**src/rtl/btb_flush_ctrl_if.sv**
```systemverilog
// ---------------------------------------------------------------------------
// btb_flush_ctrl_if
//
// Purpose:
//   Bundles the signals between the pipeline/BTB side and the BTB flush
//   sequencer. The single BTB write port is carried here together with the
//   pipeline update request that competes for it.
//
// Optional feature macro: BTB_FLUSH_STATS_EN
//   When defined, the interface also carries the sweep/drop statistics
//   counters flush_cnt and drop_cnt.
//
// Signals (direction as seen by the controller, modport "slave"):
//   en_cfg      in   software enable for BTB prediction
//   flush_req   in   single-cycle request to invalidate the whole table
//   upd_we      in   pipeline update write request
//   upd_idx     in   pipeline update index            [IDX_W]
//   upd_data    in   pipeline update line contents    [ENTRY_W]
//   mem_we      out  BTB write enable
//   mem_idx     out  BTB write index                  [IDX_W]
//   mem_data    out  BTB write data                   [ENTRY_W]
//   btb_en      out  lookup enable to the BTB (hit qualifier)
//   flush_busy  out  sweep in progress
//   flush_done  out  one-cycle pulse when a sweep completes
//   upd_dropped out  one-cycle pulse: upd_we discarded this cycle
//   flush_cnt   out  completed sweeps, saturating     [8]  (stats only)
//   drop_cnt    out  dropped updates, saturating      [16] (stats only)
//
// Modports:
//   master - pipeline / software side that issues requests
//   slave  - the flush controller
// ---------------------------------------------------------------------------
interface btb_flush_ctrl_if #(
  parameter int IDX_W   = 9,
  parameter int ENTRY_W = 25
);

  logic               en_cfg;
  logic               flush_req;
  logic               upd_we;
  logic [IDX_W-1:0]   upd_idx;
  logic [ENTRY_W-1:0] upd_data;

  logic               mem_we;
  logic [IDX_W-1:0]   mem_idx;
  logic [ENTRY_W-1:0] mem_data;
  logic               btb_en;
  logic               flush_busy;
  logic               flush_done;
  logic               upd_dropped;

`ifdef BTB_FLUSH_STATS_EN
  logic [7:0]         flush_cnt;
  logic [15:0]        drop_cnt;

  modport master (
    output en_cfg, flush_req, upd_we, upd_idx, upd_data,
    input  mem_we, mem_idx, mem_data, btb_en,
    input  flush_busy, flush_done, upd_dropped,
    input  flush_cnt, drop_cnt
  );

  modport slave (
    input  en_cfg, flush_req, upd_we, upd_idx, upd_data,
    output mem_we, mem_idx, mem_data, btb_en,
    output flush_busy, flush_done, upd_dropped,
    output flush_cnt, drop_cnt
  );
`else
  modport master (
    output en_cfg, flush_req, upd_we, upd_idx, upd_data,
    input  mem_we, mem_idx, mem_data, btb_en,
    input  flush_busy, flush_done, upd_dropped
  );

  modport slave (
    input  en_cfg, flush_req, upd_we, upd_idx, upd_data,
    output mem_we, mem_idx, mem_data, btb_en,
    output flush_busy, flush_done, upd_dropped
  );
`endif

endinterface

```
**src/rtl/btb_flush_ctrl.sv**
```systemverilog
// ---------------------------------------------------------------------------
// btb_flush_ctrl
//
// Purpose:
//   Sequencer and write-port arbiter for the branch target buffer. After
//   reset, and whenever a flush is requested, it walks every BTB line and
//   writes an all-zero line (valid bit cleared), one line per clock. While
//   the sweep runs it owns the single BTB write port and holds lookups off
//   (btb_en low) so stale lines can neither hit nor trigger strong/evict
//   updates. Outside a sweep the EX-stage update write passes straight
//   through to the write port with no added latency.
//
// Optional feature macro: BTB_FLUSH_STATS_EN
//   When defined, flush_cnt (completed sweeps, saturating at 255) and
//   drop_cnt (dropped updates, saturating at 16'hFFFF) are maintained and
//   driven onto the interface. When undefined they do not exist.
//
// Ports:
//   clk    in  system clock, all state on the rising edge
//   rst_n  in  asynchronous active-low reset
//   bus    slave modport of btb_flush_ctrl_if (requests, BTB write port,
//          lookup enable and status pulses)
//
// Parameters:
//   ENTRIES  number of BTB lines (power of two)
//   IDX_W    log2(ENTRIES)
//   ENTRY_W  line width: tag[24:18], strong[17], valid[16], target[15:0]
// ---------------------------------------------------------------------------
module btb_flush_ctrl #(
  parameter int ENTRIES = 512,
  parameter int IDX_W   = 9,
  parameter int ENTRY_W = 25
) (
  input  logic              clk,
  input  logic              rst_n,
  btb_flush_ctrl_if.slave   bus
);

  typedef enum logic [1:0] {
    IDLE  = 2'd0,
    SWEEP = 2'd1,
    DONE  = 2'd2
  } state_e;

  localparam logic [IDX_W-1:0] LAST_IDX = IDX_W'(ENTRIES - 1);

  state_e           state_q;
  logic [IDX_W-1:0] sweepIdx_q;
  logic             armed_q;
  logic             busy_q;
  logic             done_q;
  logic             passThru_q;

  logic             sweepAct;
  logic             updDropped;

  // The sweep only drives the port once the first clock edge after reset
  // release has been seen. During reset and in that first cycle the port
  // stays quiet, so reset values hold on the write port while rst_n is low
  // and the sweep then writes lines 0..ENTRIES-1 on consecutive cycles.
  assign sweepAct   = (state_q == SWEEP) && armed_q;

  // The sweep always wins the write port; an update that arrives while the
  // sweep is writing is discarded and reported.
  assign updDropped = sweepAct & bus.upd_we;

  // Single FSM block. passThru_q is high in IDLE and DONE: the states in
  // which lookups may be enabled and updates reach the BTB. A flush request
  // (re)starts the sweep at line 0 from any armed state, so a restarted
  // sweep always runs a full ENTRIES cycles and only then pulses done.
  always_ff @(posedge clk or negedge rst_n) begin
    if (!rst_n) begin
      state_q    <= SWEEP;
      sweepIdx_q <= '0;
      armed_q    <= 1'b0;
      busy_q     <= 1'b1;
      done_q     <= 1'b0;
      passThru_q <= 1'b0;
    end else begin
      armed_q <= 1'b1;
      done_q  <= 1'b0;
      case (state_q)
        SWEEP: begin
          if (!armed_q || bus.flush_req) begin
            sweepIdx_q <= '0;
          end else if (sweepIdx_q == LAST_IDX) begin
            state_q    <= DONE;
            sweepIdx_q <= '0;
            busy_q     <= 1'b0;
            done_q     <= 1'b1;
            passThru_q <= 1'b1;
          end else begin
            sweepIdx_q <= sweepIdx_q + IDX_W'(1);
          end
        end
        IDLE, DONE: begin
          if (bus.flush_req) begin
            state_q    <= SWEEP;
            sweepIdx_q <= '0;
            busy_q     <= 1'b1;
            passThru_q <= 1'b0;
          end else begin
            state_q <= IDLE;
          end
        end
        default: begin
          state_q    <= SWEEP;
          sweepIdx_q <= '0;
          busy_q     <= 1'b1;
          passThru_q <= 1'b0;
        end
      endcase
    end
  end

  // Write-port mux. Outside a sweep the update request is forwarded
  // combinationally; during reset and the post-reset cycle everything is 0.
  assign bus.mem_we   = sweepAct | (passThru_q & bus.upd_we);
  assign bus.mem_idx  = sweepAct   ? sweepIdx_q   :
                        passThru_q ? bus.upd_idx  : '0;
  assign bus.mem_data = passThru_q ? bus.upd_data : '0;

  assign bus.btb_en      = passThru_q & bus.en_cfg;
  assign bus.flush_busy  = busy_q;
  assign bus.flush_done  = done_q;
  assign bus.upd_dropped = updDropped;

`ifdef BTB_FLUSH_STATS_EN
  logic [7:0]  flushCnt_q;
  logic [7:0]  flushCnt_d;
  logic [15:0] dropCnt_q;
  logic [15:0] dropCnt_d;

  // Saturating event counters; each reflects its pulse one cycle later.
  always_comb begin
    flushCnt_d = flushCnt_q;
    dropCnt_d  = dropCnt_q;
    if (done_q && (flushCnt_q != 8'hFF)) begin
      flushCnt_d = flushCnt_q + 8'd1;
    end
    if (updDropped && (dropCnt_q != 16'hFFFF)) begin
      dropCnt_d = dropCnt_q + 16'd1;
    end
  end

  always_ff @(posedge clk or negedge rst_n) begin
    if (!rst_n) begin
      flushCnt_q <= '0;
      dropCnt_q  <= '0;
    end else begin
      flushCnt_q <= flushCnt_d;
      dropCnt_q  <= dropCnt_d;
    end
  end

  assign bus.flush_cnt = flushCnt_q;
  assign bus.drop_cnt  = dropCnt_q;
`endif

endmodule

```
**src/flat_wrapper.sv**
```systemverilog
// flat-port wrapper written by rule: the top's interface ports become plain ports
module btb_flush_ctrl_flat 
#(
  parameter int ENTRIES = 512,
  parameter int IDX_W   = 9,
  parameter int ENTRY_W = 25
)
  (clk, rst_n, bus_en_cfg, bus_flush_req, bus_upd_we, bus_upd_idx, bus_upd_data, bus_mem_we, bus_mem_idx, bus_mem_data, bus_btb_en, bus_flush_busy, bus_flush_done, bus_upd_dropped);
  btb_flush_ctrl_if #(.IDX_W(IDX_W), .ENTRY_W(ENTRY_W)) bus_i ();
  input  logic clk;
  input  logic rst_n;
  input wire logic [$bits(bus_i.en_cfg)-1:0] bus_en_cfg;
  input wire logic [$bits(bus_i.flush_req)-1:0] bus_flush_req;
  input wire logic [$bits(bus_i.upd_we)-1:0] bus_upd_we;
  input wire logic [$bits(bus_i.upd_idx)-1:0] bus_upd_idx;
  input wire logic [$bits(bus_i.upd_data)-1:0] bus_upd_data;
  output wire logic [$bits(bus_i.mem_we)-1:0] bus_mem_we;
  output wire logic [$bits(bus_i.mem_idx)-1:0] bus_mem_idx;
  output wire logic [$bits(bus_i.mem_data)-1:0] bus_mem_data;
  output wire logic [$bits(bus_i.btb_en)-1:0] bus_btb_en;
  output wire logic [$bits(bus_i.flush_busy)-1:0] bus_flush_busy;
  output wire logic [$bits(bus_i.flush_done)-1:0] bus_flush_done;
  output wire logic [$bits(bus_i.upd_dropped)-1:0] bus_upd_dropped;
  assign bus_i.en_cfg = bus_en_cfg;
  assign bus_i.flush_req = bus_flush_req;
  assign bus_i.upd_we = bus_upd_we;
  assign bus_i.upd_idx = bus_upd_idx;
  assign bus_i.upd_data = bus_upd_data;
  assign bus_mem_we = bus_i.mem_we;
  assign bus_mem_idx = bus_i.mem_idx;
  assign bus_mem_data = bus_i.mem_data;
  assign bus_btb_en = bus_i.btb_en;
  assign bus_flush_busy = bus_i.flush_busy;
  assign bus_flush_done = bus_i.flush_done;
  assign bus_upd_dropped = bus_i.upd_dropped;
  btb_flush_ctrl #(.ENTRIES(ENTRIES), .IDX_W(IDX_W), .ENTRY_W(ENTRY_W)) u_core (.clk(clk), .rst_n(rst_n), .bus(bus_i));
endmodule
```
**config.mk**
```make
export PLATFORM = sky130hd
export DESIGN_NAME = btb_flush_ctrl_flat
export DESIGN_NICKNAME = d
export VERILOG_FILES = /design/src/rtl/btb_flush_ctrl_if.sv /design/src/rtl/btb_flush_ctrl.sv /design/src/flat_wrapper.sv
export SDC_FILE = /design/constraint.sdc
export NUM_CORES = 1
export LEC_CHECK = 0
export ABC_AREA = 1
export CELL_PAD_IN_SITES_DETAIL_PLACEMENT = 0
export CELL_PAD_IN_SITES_GLOBAL_PLACEMENT = 1
export CORE_ASPECT_RATIO = 0.8
export CORE_UTILIZATION = 25
export CTS_CLUSTER_DIAMETER = 150
export DETAILED_ROUTE_END_ITERATION = 16
export PLACE_DENSITY = 0.86
export REMOVE_ABC_BUFFERS = 1
export SLEW_MARGIN = 20
export SYNTH_ARGS = -nofsm -noshare
export SYNTH_HDL_FRONTEND = slang
export SYNTH_SLANG_ARGS = --single-unit
```
**constraint.sdc**
```tcl
create_clock -name clk -period 2.9 [get_ports clk]
set_input_delay 0.58 -clock clk [delete_from_list [all_inputs] [get_ports clk]]
set_output_delay 0.58 -clock clk [all_outputs]
set_load 0.05 [all_outputs]
```
==> reports/results.ini, run 1 <==
[synthesis]
avgSynthCellArea_um2=6.68
syn_inst=176
syn-cell-area_um2=1180
yosys_warnings=0
yosysSeqAreaShare_pct=32.1
ys_seq_elements=15
yosysUniqueCellTypes=23

[placed_design]
dp_hpwl_mm=2.50
dpl_cell_area_um2=1920
place_inst=307
preCtsSetupSlack_ps=386
gp_congestion=0.742
port_buffers=77

[critical_path]
crit_fanout=1
crit_type=in -> out
crit_chain=clkdlybuf4s50_1 -> nand2_1 -> inv_1 -> clkdlybuf4s50_1
cp.required_ps=2320
crit_slowest_cell=clkdlybuf4s50_1
slowest_delay_ps=790
critPathMostFrequentCell=clkdlybuf4s50_1
crit_arrival_ps=1940
critPathLaunchType=input pin
end_kind=primary output

[clock_network]
cts_tree=done
numClockSinks=15
clock_latency_ps=250
post_cts_resized=0
htree_levels=1
cts_buffers=3
path_clk_slew_ps=60
ctsRootBufferMaster=clkbuf_8
post_cts_buffers=0
clock_path_buffers=2
cts_hold_buf=0

[sta]
maxSlewHeadroom_pct=55.7
worst_slew_pin_slew_ps=662
hold_violations=0
tns_ps=0
period_minus_slack_ps=2520
rsz0062_at_grt=no
finalSetupViolations=0
finClkSkew_ps=1.17
max_freq_mhz=397
slew_violations=0
fin_crit_sh_pct=86.9
fin_ws_ps=380

[global_routing]
grt_usage_pct=12.4
antenna_found_initial=0
grt_pass1_vias=1150
grt_start_max_net_pins=20
grt_pass1_wl_mm=4.89
overflow=0

[detailed_routing]
detail_route.iter0.violations=33
viasPerCell=4.01
drtPass1Iterations=4
drtAntennaViolNets=0
drt-total-wl_mm=3.07
wl_per_cell_um=9.88
vias=1248
drc=0

[cells_and_area]
diodes=0
nNetsFinal=296
stdcell_count=311
stdcell_area_um2=1970
area_growth_pct=67.3
layout-drive-gt1-share_pct=24.4

[power_and_ir_drop]
power.density_nw_per_um2=293
leakage_nw=1.13
peakVddDrop_mv=0.109

[worst_hold_path]
min-delay-path-class=reg -> reg

[die]
fp.dieH_um=63.4
die_area_um2=4980
io_pins=78
fp.coreArea_um2=4340
num_rows=21
initial_core_util_pct=27.1
fp.dieW_um=78.7

[job]
cap_viol_max_count=0

[run_status]
status=finished, final reports clean

[placed cells by master (no fill, tap or decap), drive strengths merged]
cell,instances
nor4,1
o21ai,12
clkinv,1
dfstp,2
nand2,51
buf,34
a21oi,1
clkbuf,3
inv,50
clkdlybuf4s50,45
nand3,18
dfrtp,13
nand4,2
conb,1
nand3b,1
nor2,16
ha,2
o22ai,1
[path summary, 6_finish.rpt]
path,from,endpoint,slack [ps],cells past startpoint
max,bus_upd_data[18],bus_mem_data[18],380,4
min,u_core.bus.flush_busy$_DFFE_PN1P_,u_core.bus.flush_busy$_DFFE_PN1P_,500,2
max reg2reg,u_core.sweepIdx_q[1]$_DFFE_PN0P_,u_core.sweepIdx_q[5]$_DFFE_PN0P_,1240,8
min reg2reg,u_core.bus.flush_busy$_DFFE_PN1P_,u_core.bus.flush_busy$_DFFE_PN1P_,500,2
max in group asynchronous,rst_n,u_core.sweepIdx_q[0]$_DFFE_PN0P_,1750,1
min in group asynchronous,rst_n,u_core.bus.flush_done$_DFF_PN0_,730,1
[critical path: cells and delay by family]
kind | cells | cell delay (ps)
AND/OR/NAND/NOR | 1 | 50
buffers and inverters | 3 | 1310
[cells in the mapped netlist]
cell type,number,share of area [%]
nand3_2,1,0.85
o21ai_2,8,6.0
inv_1,46,15
nor2_4,4,3.8
nand2_1,49,16
nand4_1,2,1.1
buf_6,1,0.96
nor2_1,10,3.2
ha_1,2,2.1
nor2_2,1,0.53
o21ai_0,4,1.7
dfstp_2,2,4.5
nor4_1,1,0.53
buf_2,4,1.7
dfrtp_1,13,28
nand3_1,17,7.2
nand2_4,2,1.9
nor2_8,1,1.7
a21oi_1,1,0.43
nand3b_4,1,1.7
o22ai_1,1,0.53
inv_2,4,1.3
conb_1,1,0.32
[layer usage]
layer / vias up / routed length (µm) / global-route usage (%) / part of all wire (%)
met5: - / 0 / 0 / 0
met4: 0 / 39 / 4.17 / 1.3
met3: 5 / 316 / 3.91 / 10
met2: 49 / 1390 / 22.4 / 45
met1: 521 / 1330 / 13.6 / 43
li1: 673 / - / - / -
[state kept, by name, indices dropped and copies added (netlist names)]
register / count
u_core.state_q: 2
u_core.passThru_q: 1
u_core.bus.flush_busy: 1
u_core.bus.flush_done: 1
u_core.armed_q: 1
u_core.sweepIdx_q: 9
[cell families after synthesis]
logic type	after synthesis	synth area share [%]
AND/OR/NAND/NOR	89	38.2
AO/OA/AOI/OAI	14	8.62
other	1	0.319
buffers and inverters	55	18.6
adder cells (fa/ha/maj)	2	2.13
flip-flops	15	32.1
[where the power goes]
part	switching, mW	internal (mW)	total, mW
Clock	0.0761	0.0953	0.171
Combinational	0.0931	0.0817	0.175
Sequential	0.00834	0.222	0.230
[cell type report]
cell class	instances	area, µm²
Inverter	50	188
Multi-Input combinational cell	106	579
Clock buffer	3	41.3
Clock inverter	1	5.00
Fill cell	442	2370
Tap cell	57	71.3
Sequential cell	15	378
Timing Repair Buffer	79	706
[per-stage QoR]
step / util [%] / hold WS (ps) / power, mW
floorplan: - / 284 / 0.326
global placement: 44.3 / 494 / 0.409
finish: 45.4 / 497 / 0.576
global route: 45.4 / 541 / 0.604
CTS: 45.4 / 510 / 0.580
detailed placement: 44.3 / 499 / 0.410
No activity file was read; power rests on OpenSTA's default activity.
==> inputs of run 2 (changes only) <==
Clock period 2.9 ns to 3.05 ns, I/O delays scaled along.
==> run 2 against run 1 <==
Compared with the run above: sequential share of layout area down 0.61 points; design area grew 3.3%; setup slack better by 39 ps; total power decreased by 3.8%; final cell count grew 0.32%.
==> reports/results.ini, run 2 (synthesis results as in run 1) <==
[sta]
finClkSkew_ps=4.77
hold_violations=0
hold_slack_ps=492
tns_ps=0
maxSlewHeadroom_pct=55.7
finalSetupViolations=0
period_minus_slack_ps=2630
worst_slew_pin_slew_ps=663
max_freq_mhz=380
fin_crit_sh_pct=86.3
slew_violations=0
rsz0062_at_grt=no

[critical_path]
r2r-start=u_core.sweepIdx_q[1]$_DFFE_PN0P_
slowest_delay_ps=800
crit_chain=clkdlybuf4s50_1 -> inv_1 -> nor2_2 -> clkdlybuf4s50_1
crit_type=in -> out
end_kind=primary output
r2r_end=u_core.sweepIdx_q[5]$_DFFE_PN0P_
crit_fanout=2
crit_arrival_ps=2020
cp.required_ps=2440
crit_slowest_cell=clkdlybuf4s50_1
r2r_cells=8
critPathLaunchType=input pin
rrSetupSlack_ps=1330
critPathMostFrequentCell=clkdlybuf4s50_1

[detailed_routing]
drtAntennaViolNets=0
vias=1274
drt-total-wl_mm=3.15
drtPass1Iterations=4
wl_per_cell_um=10.1
detail_route.iter0.violations=25
drc=0
viasPerCell=4.08

[cells_and_area]
layout_commonest_cell=clkdlybuf4s50_1
final_cell_mix=clkdlybuf4s50_1, nand2_1, inv_1, nand3_1
nNetsFinal=297
diodes=0
largest_reg_flops=9
largest-register=u_core.sweepIdx_q
stdcell_area_um2=2030
area_growth_pct=72.9
reg.largest.list=u_core.sweepIdx_q (9), u_core.state_q (2)
layout-drive-gt1-share_pct=16.1
stdcell_count=312

[placed_design]
place_inst=308
port_buffers=77
gp_congestion=0.819
dpl_cell_area_um2=1980
dp_hpwl_mm=2.64

[worst_hold_path]
hold-path-cell-count=2
hold_end=u_core.bus.flush_busy$_DFFE_PN1P_
min_from=u_core.bus.flush_busy$_DFFE_PN1P_
min-delay-path-class=reg -> reg

[clock_network]
numClockSinks=15
clock_path_buffers=2
htree_levels=1
post_cts_resized=0
ctsRootBufferMaster=clkbuf_8
cts_buffers=3
path_clk_slew_ps=70
post_cts_buffers=0
cts_hold_buf=0
cts_tree=done
clock_latency_ps=250

[power_and_ir_drop]
leakage_nw=1.09
p_int_mw=0.382
seqPwrFrac_pct=39.5
peakVddDrop_mv=0.136
total_power_mw=0.555
pwr-share-clk_pct=30.1
power.density_nw_per_um2=273
switching_share_pct=31.1
power_switching_mw=0.173
pwr-share-comb_pct=30.4

[die]
initial_core_util_pct=27.1
fp.coreArea_um2=4340
die_area_um2=4980
fp.dieH_um=63.4
io_pins=78
num_rows=21
fp.dieW_um=78.7

[job]
cap_viol_max_count=0

[global_routing]
grt_pass1_wl_mm=5.09
overflow=0
grt_start_max_net_pins=22
grt_usage_pct=12.9
grt_pass1_vias=1140
antenna_found_initial=0

[run_status]
status=finished, final reports clean

-- run 2: changes by cell type in the layout (fill, tap and decap cells not counted), sizes merged --
cell | previous run | this run
clkdlybuf4s50 | 45 | 67
buf | 34 | 13
clkinv | 1 | 0
clkinvlp | 0 | 1
-- run 2: per-stage QoR --
step,util [%],worst slack [ps]
after floorplan,-,421
after global placement,45.8,428
after detailed placement,45.8,412
after CTS,46.9,410
after global routing,46.9,363
final,46.9,419
-- run 2: worst max-delay path, delay by kind of cell --
family,cells,cell delay [ps]
buffers and inverters,3,1310
AND/OR/NAND/NOR,1,100
-- run 2: worst max-delay path by stage --
stage                                  startpoint               to  slack, ps  cells past startpoint
CTS                                    bus_upd_we  bus_upd_dropped        410                      4
global route                           bus_upd_we  bus_upd_dropped        360                      4
floorplan           u_core.state_q[0]$_DFFE_PN1P_   bus_mem_idx[8]        420                      4
global placement                       bus_upd_we  bus_upd_dropped        430                      4
detailed placement                     bus_upd_we  bus_upd_dropped        410                      4
finish                                 bus_upd_we  bus_upd_dropped        420                      4
-- run 2: final cells by class --
| type | instances | area (µm²) |
|---|---|---|
| Clock buffer | 3 | 41.3 |
| Clock inverter | 1 | 7.51 |
| Fill cell | 441 | 2300 |
| Inverter | 50 | 188 |
| Multi-Input combinational cell | 106 | 579 |
| Sequential cell | 15 | 378 |
| Tap cell | 57 | 71.3 |
| Timing Repair Buffer | 80 | 768 |
-- run 2: per-layer routing --
| metal | GRT usage (%) | vias up | wire [µm] |
|---|---|---|---|
| li1 | - | 674 | - |
| met1 | 14.7 | 541 | 1300 |
| met2 | 22.9 | 54 | 1460 |
| met3 | 3.33 | 5 | 347 |
| met4 | 4.86 | 0 | 44 |
| met5 | 0 | - | 0 |
-- run 2: power groups by stage --
stage,clock [mW],sequential (mW),combinational [mW]
3_5_place_dp,0,0.223,0.170
2_1_floorplan,0,0.224,0.0859
6_report,0.167,0.219,0.168
4_1_cts,0.172,0.219,0.171
3_3_place_gp,0,0.222,0.167
5_1_grt,0.180,0.220,0.184
==> inputs of run 3 (changes only) <==
Settings changed: HOLD_SLACK_MARGIN from default to 0.12.
==> results of run 3 <==
Same layout as run 2: the final DEF is identical, and so are final timing and power.
